[src/rtl/snake_pkg.sv]
// Shared snake game definitions: direction encoding, reset heading and
// the reversal test used by both the direction queue and the game core.
package snake_pkg;

   localparam logic [1:0] DIR_UP    = 2'd0;
   localparam logic [1:0] DIR_RIGHT = 2'd1;
   localparam logic [1:0] DIR_DOWN  = 2'd2;
   localparam logic [1:0] DIR_LEFT  = 2'd3;

   localparam logic [1:0] DIR_INIT  = DIR_RIGHT;

   // Opposite headings differ only in the upper bit of the encoding.
   function automatic logic is_reverse(input logic [1:0] a, input logic [1:0] b);
      return (a ^ b) == 2'b10;
   endfunction

endpackage

[src/rtl/dir_fifo.sv]
// DEPTH-entry circular FIFO of 2-bit headings with push, pop and clear.
// Callers gate push/pop so the FIFO never overflows or underflows.
module dir_fifo
   import snake_pkg::*;
#(
   parameter int DEPTH = 2,
   parameter int CW    = 2
) (
   input  logic          board_clk,
   input  logic          reset,
   input  logic          clear,
   input  logic          push,
   input  logic          pop,
   input  logic [1:0]    push_data,
   output logic [1:0]    head,
   output logic [1:0]    tail,
   output logic [CW-1:0] count,
   output logic          full,
   output logic          empty
);

   localparam int PW = (DEPTH > 1) ? $clog2(DEPTH) : 1;

   logic [PW-1:0] rd_ptr_q, rd_ptr_d;
   logic [PW-1:0] wr_ptr_q, wr_ptr_d;
   logic [CW-1:0] count_q, count_d;
   logic [1:0]    mem_q [DEPTH];
   logic [1:0]    mem_d [DEPTH];

   // Pointers wrap modulo DEPTH, which need not be a power of two.
   function automatic logic [PW-1:0] next_ptr(input logic [PW-1:0] p);
      return (p == PW'(DEPTH - 1)) ? '0 : p + 1'b1;
   endfunction

   function automatic logic [PW-1:0] prev_ptr(input logic [PW-1:0] p);
      return (p == '0) ? PW'(DEPTH - 1) : p - 1'b1;
   endfunction

   assign head  = mem_q[rd_ptr_q];
   assign tail  = mem_q[prev_ptr(wr_ptr_q)];
   assign count = count_q;
   assign full  = (count_q == CW'(DEPTH));
   assign empty = (count_q == '0);

   always_comb begin
      rd_ptr_d = rd_ptr_q;
      wr_ptr_d = wr_ptr_q;
      count_d  = count_q;
      mem_d    = mem_q;
      if (clear) begin
         rd_ptr_d = '0;
         wr_ptr_d = '0;
         count_d  = '0;
      end else begin
         if (push) begin
            mem_d[wr_ptr_q] = push_data;
            wr_ptr_d        = next_ptr(wr_ptr_q);
         end
         if (pop) begin
            rd_ptr_d = next_ptr(rd_ptr_q);
         end
         case ({push, pop})
            2'b10:   count_d = count_q + 1'b1;
            2'b01:   count_d = count_q - 1'b1;
            default: count_d = count_q;
         endcase
      end
   end

   always_ff @(posedge board_clk or posedge reset) begin
      if (reset) begin
         rd_ptr_q <= '0;
         wr_ptr_q <= '0;
         count_q  <= '0;
         for (int i = 0; i < DEPTH; i++) begin
            mem_q[i] <= DIR_INIT;
         end
      end else begin
         rd_ptr_q <= rd_ptr_d;
         wr_ptr_q <= wr_ptr_d;
         count_q  <= count_d;
         mem_q    <= mem_d;
      end
   end

endmodule

[src/rtl/snake_dir_queue.sv]
// Button-to-heading front end: decodes single presses, rejects reversals and
// duplicates, queues legal turns and releases one per game step.
module snake_dir_queue
   import snake_pkg::*;
#(
   parameter int DEPTH = 2,
   parameter int CW    = 2
) (
   input  logic          board_clk,
   input  logic          reset,
   input  logic          btn_u,
   input  logic          btn_r,
   input  logic          btn_d,
   input  logic          btn_l,
   input  logic          step,
   input  logic          run,
   input  logic          clear,
   output logic [1:0]    dir,
   output logic          dir_chg,
   output logic [CW-1:0] count,
   output logic          drop
);

   logic [1:0] dir_q, dir_d;
   logic       dir_chg_q, dir_chg_d;
   logic       drop_q, drop_d;

   logic       cand_valid;
   logic [1:0] cand;
   logic [1:0] ref_dir;
   logic       legal;
   logic       push_req;
   logic       fifo_push;
   logic       fifo_pop;
   logic [1:0] fifo_head;
   logic [1:0] fifo_tail;
   logic       fifo_full;
   logic       fifo_empty;

   // Only a single pressed button yields a candidate; chords are ignored.
   always_comb begin
      cand_valid = 1'b1;
      cand       = DIR_INIT;
      case ({btn_u, btn_r, btn_d, btn_l})
         4'b1000: cand = DIR_UP;
         4'b0100: cand = DIR_RIGHT;
         4'b0010: cand = DIR_DOWN;
         4'b0001: cand = DIR_LEFT;
         default: cand_valid = 1'b0;
      endcase
   end

   // Turns are judged against the last queued heading, not the current one.
   assign ref_dir   = fifo_empty ? dir_q : fifo_tail;
   assign legal     = cand_valid && (cand != ref_dir) && !is_reverse(cand, ref_dir);
   assign fifo_pop  = run && step && !fifo_empty;
   assign push_req  = run && legal;
   assign fifo_push = push_req && (!fifo_full || fifo_pop);

   always_comb begin
      dir_d     = dir_q;
      dir_chg_d = 1'b0;
      drop_d    = 1'b0;
      if (clear) begin
         dir_d = DIR_INIT;
      end else begin
         if (fifo_pop) begin
            dir_d     = fifo_head;
            dir_chg_d = 1'b1;
         end
         drop_d = push_req && fifo_full && !fifo_pop;
      end
   end

   always_ff @(posedge board_clk or posedge reset) begin
      if (reset) begin
         dir_q     <= DIR_INIT;
         dir_chg_q <= 1'b0;
         drop_q    <= 1'b0;
      end else begin
         dir_q     <= dir_d;
         dir_chg_q <= dir_chg_d;
         drop_q    <= drop_d;
      end
   end

   dir_fifo #(
      .DEPTH (DEPTH),
      .CW    (CW)
   ) u_fifo (
      .board_clk (board_clk),
      .reset     (reset),
      .clear     (clear),
      .push      (fifo_push),
      .pop       (fifo_pop),
      .push_data (cand),
      .head      (fifo_head),
      .tail      (fifo_tail),
      .count     (count),
      .full      (fifo_full),
      .empty     (fifo_empty)
   );

   assign dir     = dir_q;
   assign dir_chg = dir_chg_q;
   assign drop    = drop_q;

endmodule
[config.mk]
export PLATFORM = sky130hd
export DESIGN_NAME = snake_dir_queue
export DESIGN_NICKNAME = d
export VERILOG_FILES = /design/src/rtl/snake_pkg.sv /design/src/rtl/dir_fifo.sv /design/src/rtl/snake_dir_queue.sv
export SDC_FILE = /design/constraint.sdc
export NUM_CORES = 1
export LEC_CHECK = 0
export CORE_MARGIN = 2
export CORE_UTILIZATION = 44
export CTS_CLUSTER_SIZE = 40
export DETAILED_ROUTE_END_ITERATION = 6
export PLACE_DENSITY = 0.72
export SLEW_MARGIN = 15
export SYNTH_ARGS = -nofsm -noshare
export SYNTH_HDL_FRONTEND = slang
export SYNTH_SLANG_ARGS = --single-unit
[constraint.sdc]
create_clock -name board_clk -period 2.1 [get_ports board_clk]
set_input_delay 0.21 -clock board_clk [delete_from_list [all_inputs] [get_ports board_clk]]
set_output_delay 0.21 -clock board_clk [all_outputs]
set_load 0.02 [all_outputs]
# Word-level counts from Yosys, hierarchy flattened
# Index checks and enable logic that the tools add are counted.
totals:
  regBits: 12
  input_bits: 9
  output_inout_bits: 6
  wordCells: 77
op_classes:
  addsub: 5
  order_cmp: 4
  n_eq_ne: 9
  muxes: 26
  bitwise_logic: 5
  n_reduce_logical: 20
op_table:
  columns: ["operator", "n"]
  rows:
  - ["$mux W2", 11]
  - ["$mux W1", 11]
  - ["$logic_and A1 B1 Y1", 9]
  - ["$eq A2 B2 Y1 const B", 3]
  - ["$ge A2 B2 Y1 const B", 3]
  - ["$not A1 Y2", 3]
  - ["$pmux W2 S3", 1]
  - ["$bwmux W4", 1]
  - ["$eq A4 B1 Y1 const B", 1]
  - ["$eq A4 B2 Y1 const B", 1]
  - ["$eq A4 B3 Y1 const B", 1]
  - ["$eq A4 B4 Y1 const B", 1]
  - ["$logic_not A1 Y1", 4]
  - ["$pmux W2 S2", 1]
  - ["$reduce_bool A2 Y1", 2]
  - ["$reduce_or A4 Y1", 1]
  - ["$reduce_bool A3 Y1", 1]
  - ["$add A1 B1 Y1 const B", 2]
  - ["$add A2 B1 Y2 const B", 1]
  - ["$demux W2 S1", 1]
  - ["$eq A2 B1 Y1 const B", 1]
  - ["$logic_not A2 Y1", 1]
  - ["$lt A2 B1 Y1 const B", 1]
  - ["$ne A2 B2 Y1", 1]
  - ["other kinds (6)", 6]

# Logic depth before layout (Yosys ltp)
logic_depth:
  word_depth: 16
  ltp_mapped: 7
  mapped_depth_nobuf: 6

# By module
# Synthesis repeated with hierarchy kept, for this count alone.
hier_totals:
  cells_unflattened: 60
  area_unflattened_um2: 661.9
modules_own_cells:
  columns: ["mod", "n_inst", "cells_per_inst", "area_per_inst_um2", "seq_area_each_um2"]
  rows:
  - ["dir_fifo", 1, 33, 411.6, 202.7]
  - ["snake_dir_queue", 1, 27, 250.2, 101.3]

# Least setup slack after synthesis
# No wires, ideal clock.
synth_path:
  path_type: "register to register"
  start: "reg u_fifo.count_q[0], in the netlist u_fifo.count[0]"
  end: "reg u_fifo.mem_q[1] in the netlist's numbering"
  setup_time_ps: 125
  t_arrival_ps: 2194
  required_ps: 1975
  path_slack_ps: -219
  path_stages_with_launch: 8
  path_buffers: 1
  period_less_slack_ps: 2319
  cell_sequence: "dfrtp_1 clkbuf_1 or3b_1 o21ai_0 and4b_1 o21ai_4 or3_4 mux2_4"
synth_via:
  elab_chain_cells: 9
  word_cells_on_any_way: 16
  classes_between: "eq/ne: 3; mux: 1; bitwise: 1; reduce/logical: 11"
synth_rtl:
  columns: ["item", "line", "rtl"]
  rows:
  - ["from (decl)", "dir_fifo.sv:26", "logic [CW-1:0] count_q, count_d;"]
  - ["from (signal assigned)", "dir_fifo.sv:81", "count_q <= count_d;"]
  - ["$logic_not A2 Y1", "dir_fifo.sv:43", "assign empty = (count_q == '0);"]
  - ["$mux W2", "snake_dir_queue.sv:54", "assign ref_dir = fifo_empty ? dir_q : fifo_tail;"]
  - ["$xor A2 B2 Y2", "snake_pkg.sv:14", "return (a ^ b) == 2'b10;"]
  - ["$eq A2 B2 Y1", "snake_pkg.sv:14", null]
  - ["$logic_not A1 Y1", "snake_dir_queue.sv:55", "assign legal = cand_valid && (cand != ref_dir) && !is_reverse(cand, ref_dir);"]
  - ["$logic_and A1 B1 Y1", "snake_dir_queue.sv:55", null]
  - ["$logic_and A1 B1 Y1", "snake_dir_queue.sv:57", "assign push_req = run && legal;"]
  - ["$logic_and A1 B1 Y1 *", "snake_dir_queue.sv:58", "assign fifo_push = push_req && (!fifo_full || fifo_pop);"]
  - ["$reduce_and A2 Y1 (no source line) *", null, null]
  - ["to (signal assigned)", "dir_fifo.sv:82", "mem_q <= mem_d;"]
  - ["to (decl)", "dir_fifo.sv:27", "logic [1:0] mem_q [DEPTH];"]
# Mark *: on every way between the ends. The rest lies on a longest branch, timed or not.
# A chain may end at the register's enable or synchronous reset.

# Worst setup path after layout
layout_path:
  start: "reg dir_q[0], in the netlist dir[0]"
  end: "reg u_fifo.count_q[1], in the netlist u_fifo.count[1]"
layout_via:
  elab_chain_cells: 10
  word_cells_on_any_way: 14
  classes_between: "eq/ne: 4; mux: 3; bitwise: 1; reduce/logical: 6"
layout_rtl:
  columns: ["item", "line", "rtl"]
  rows:
  - ["from (decl)", "snake_dir_queue.sv:24", "logic [1:0] dir_q, dir_d;"]
  - ["from (signal assigned)", "snake_dir_queue.sv:81", "dir_q <= dir_d;"]
  - ["$mux W2 *", "snake_dir_queue.sv:54", null]
  - ["$xor A2 B2 Y2", "snake_pkg.sv:14", null]
  - ["$eq A2 B2 Y1", "snake_pkg.sv:14", null]
  - ["$logic_not A1 Y1", "snake_dir_queue.sv:55", null]
  - ["$logic_and A1 B1 Y1 *", "snake_dir_queue.sv:55", null]
  - ["$logic_and A1 B1 Y1 *", "snake_dir_queue.sv:57", null]
  - ["$logic_and A1 B1 Y1 *", "snake_dir_queue.sv:58", null]
  - ["$eq A2 B1 Y1 or $eq A2 B2 Y1 (tied branches)", "dir_fifo.sv:62", "case ({push, pop})"]
  - ["$pmux W2 S2", "dir_fifo.sv:62", null]
  - ["$mux W2", "dir_fifo.sv:50", "if (clear) begin"]
# Marks and branches as above.

==> reports/metrics.csv <==
metric;value;unit
critical_path.startpoint;dir[0];
final.period_utilization;99.9;%
cp-start-kind;register;
grt.met3_usage;7.20;%
synth_area;741;sq um
rsz0062_at_grt;true;
grt_max_degree;13;
total_area_of_sequential_cells;307;sq um
die_w;45.0;um
area_growth;47.1;%
mappedNetlistNets;82;
worstSkewPairLatency;0.27;ns
setup_viol;0;
fin_nets;113;
syn_inst_count;73;
ys_seq_area_share;41.0;%
globalRoute.totalOverflow;0;
worst-path-max-fanout;3;
drtPass1Iterations;4;
fmax;477;MHz
criticalPathCategory;register to register;
synth-warning-count;0;
routed-via-count;667;
postRouteWirelength;1760;um
groute.usage.overall;19.8;%
grt.met2_usage;32.0;%
grt_first_pass_wirelength;2790;um
tritoncts.num_buffers;3;
cts_buffer_depth;2;
fp.dieH;45.0;um
final_clock_skew;0.000694;ns
cts-root-buf;sky130_fd_sc_hd__clkbuf_4;
result_of_the_run;finished, final reports clean;
detail_route.vias_per_cell;5.61;
cp-endpoint;u_fifo.count[1];
cts.reportedPaths.clkPinSlew;0.07;ns
cts_tree;yes;
grt_most_used_layer;met2;
yosys_register_bits;12;
worstRegToRegCells;7;
power_density;496;mW/mm^2
avgSynthCellArea;10.1;sq um
p_leak;0.000471;uW
grt.met1_usage;25.1;%
antenna_cells;0;
hp_class;primary input to async pin;
regToRegEndpoint;u_fifo.count[1];
cp_data_arrival_time;2.26;ns
drt_drc_violations_left;0;
normalized_max_slew_margin;68.5;%
multi_input_area;472;sq um
final.min_clock_period;2.10;ns
placed_standard_cell_area;0.00101;sq mm
core;0.00154;sq mm
floorplan.initialDensity;48.1;%
nFillCells;121;
cts.sink_count;12;
final_cell_area;0.00109;sq mm
drive_above_1_share;39.8;%
drt_iter0_markers;11;
synthDistinctLibCells;31;
dp_hpwl;1270;um
cts-hold-fix-buffers;0;
hold_violations;0;
port_buffers;14;
setup_crit_end_kind;register;
slew_violations;0;
antenna_found_initial;0;
drt_wl_cell;14.8;um
vdd_ir_drop_max;0.441;mV
fin_cells;119;
required;2.26;ns
die-area;0.00203;sq mm
tightest_slew;0.472;ns
regToRegStartpoint;dir[0];
num_rows;14;
timing.reg2reg.setup_slack;0.002;ns
place.detailed.instances;114;
io_pins;15;
cts_htree_levels;1;
gp_congestion;0.821;
vias_in_the_first_global_route;623;
max_cap_violations;0;
detail-route-antenna-nets;0;
[sequential cells by signal (all words and copies together) (netlist names)]
name,cells
u_fifo.count,2
dir,2
dir_chg,1
drop,1
u_fifo.mem_q,4
u_fifo.rd_ptr_q,1
u_fifo.wr_ptr_q,1
[logic make-up (layout without fill, tap and decap cells)]
logic type / Yosys count / in the layout / share of synthesized area [%]
and+or+nand+nor: 32 / 32 / 24.7
muxes: 7 / 7 / 11.1
xor gates and xnor gates: 3 / 3 / 3.55
DFF: 12 / 12 / 41.0
AOI/OAI and AO/OA: 14 / 14 / 17.1
buffers and inverters: 5 / 35 / 2.53
[cell usage in the layout (no fill, tap or decap), types with 2 or more instances in the layout]
master                            instances
sky130_fd_sc_hd__buf_4                   15
sky130_fd_sc_hd__clkdlybuf4s50_1         12
sky130_fd_sc_hd__nor2_1                   8
sky130_fd_sc_hd__nand2_1                  7
sky130_fd_sc_hd__dfrtp_1                  7
sky130_fd_sc_hd__nor3_1                   4
sky130_fd_sc_hd__mux2_4                   4
sky130_fd_sc_hd__nor3b_1                  3
sky130_fd_sc_hd__clkbuf_4                 3
sky130_fd_sc_hd__dfstp_2                  3
sky130_fd_sc_hd__or3b_4                   2
sky130_fd_sc_hd__o211ai_1                 2
sky130_fd_sc_hd__o2111ai_1                2
sky130_fd_sc_hd__or3_4                    2
sky130_fd_sc_hd__inv_1                    2
sky130_fd_sc_hd__o21ba_2                  2
sky130_fd_sc_hd__xor2_1                   2
sky130_fd_sc_hd__mux2i_1                  2
sky130_fd_sc_hd__dlymetal6s2s_1           2
sky130_fd_sc_hd__dfrtp_2                  2
[cells in the mapped netlist]
| master | number | area share, % |
|---|---|---|
| sky130_fd_sc_hd__a211o_1 | 1 | 1.2 |
| sky130_fd_sc_hd__a21oi_1 | 2 | 1.4 |
| sky130_fd_sc_hd__a31oi_4 | 1 | 2.9 |
| sky130_fd_sc_hd__and3b_1 | 1 | 1.2 |
| sky130_fd_sc_hd__and4b_1 | 1 | 1.4 |
| sky130_fd_sc_hd__clkbuf_1 | 3 | 1.5 |
| sky130_fd_sc_hd__dfrtp_1 | 9 | 30 |
| sky130_fd_sc_hd__dfstp_2 | 3 | 11 |
| sky130_fd_sc_hd__inv_1 | 2 | 1.0 |
| sky130_fd_sc_hd__mux2_2 | 2 | 3.0 |
| sky130_fd_sc_hd__mux2_4 | 2 | 4.1 |
| sky130_fd_sc_hd__mux2i_1 | 3 | 4.1 |
| sky130_fd_sc_hd__nand2_1 | 7 | 3.5 |
| sky130_fd_sc_hd__nand3_1 | 1 | 0.68 |
| sky130_fd_sc_hd__nor2_1 | 8 | 4.1 |
| sky130_fd_sc_hd__nor3_1 | 4 | 2.7 |
| sky130_fd_sc_hd__nor3b_1 | 3 | 3.0 |
| sky130_fd_sc_hd__nor4_1 | 1 | 0.85 |
| sky130_fd_sc_hd__nor4_2 | 1 | 1.7 |
| sky130_fd_sc_hd__o2111ai_1 | 2 | 2.4 |
| sky130_fd_sc_hd__o211ai_1 | 2 | 2.0 |
| sky130_fd_sc_hd__o21ai_0 | 2 | 1.4 |
| sky130_fd_sc_hd__o21ai_4 | 1 | 2.2 |
| sky130_fd_sc_hd__o21ba_2 | 2 | 2.7 |
| sky130_fd_sc_hd__o21bai_1 | 1 | 1.0 |
| sky130_fd_sc_hd__or2_1 | 1 | 0.85 |
| sky130_fd_sc_hd__or3_1 | 1 | 0.85 |
| sky130_fd_sc_hd__or3_4 | 1 | 1.5 |
| sky130_fd_sc_hd__or3b_1 | 2 | 2.4 |
| sky130_fd_sc_hd__xnor2_1 | 1 | 1.2 |
| sky130_fd_sc_hd__xor2_1 | 2 | 2.4 |
[routing by layer]
metal	wire [um]	vias up
met4	13	0
met5	0	-
met3	137	2
met1	770	311
li1	-	329
met2	839	25
[critical path, stage by stage (launching register included)]
cell and delay (ns):
sky130_fd_sc_hd__dfstp_2 0.53, sky130_fd_sc_hd__or3b_4 0.39, sky130_fd_sc_hd__o2111ai_1 0.15, sky130_fd_sc_hd__a31oi_4 0.14
sky130_fd_sc_hd__buf_4 0.17, sky130_fd_sc_hd__or3_4 0.37, sky130_fd_sc_hd__a21oi_2 0.17, sky130_fd_sc_hd__nor4_2 0.06
[final cells by class]
class | count | area share, %
clock buffer | 4 | 2.41
inverter | 2 | 0.689
multi-input combinational | 56 | 43.3
sequential | 12 | 28.1
tap | 16 | 1.84
timing repair buffer | 29 | 23.7
[repair_timing]
| item | 4_1_cts | 5_1_grt |
|---|---|---|
| resized for setup | 4 | 8 |
| buffers inserted | 1 | 0 |
| endpoints found under the setup margin | 3 | 5 |
| pin swaps | 1 | 1 |
[where the power goes]
group | internal [uW] | switching, uW | leakage [uW]
clock network | 73.7 | 78.4 | 0.0000150
registers | 252 | 16.1 | 0.000153
logic | 68.0 | 52.8 | 0.000303
total | 393 | 147 | 0.000471
[worst min path at each step]
stage | start | depth (start not counted) | to | slack, ns
floorplan | reset | 1 | dir[1] | 0.07
global placement | dir[1] | 2 | dir[1] | 0.49
detailed placement | u_fifo.mem_q[1] | 1 | u_fifo.mem_q[1] | 0.50
CTS | reset | 2 | dir_chg | 0.26
global route | reset | 2 | drop | 0.29
finish | reset | 2 | drop | 0.25
[metrics by stage]
step	setup TNS [ns]	total power, uW	setup slack, ns	hold slack, ns	util, %
after floorplan	-0.286	322	-0.110	0.0724	-
after global placement	-1.03	373	-0.242	0.495	65.6
after detailed placement	-1.25	374	-0.284	0.499	65.6
after CTS	0	533	0.00705	0.256	68.4
after global routing	-0.178	564	-0.0565	0.285	70.7
final	0	541	0.00217	0.247	70.7
No activity file was read; power rests on OpenSTA's default activity.
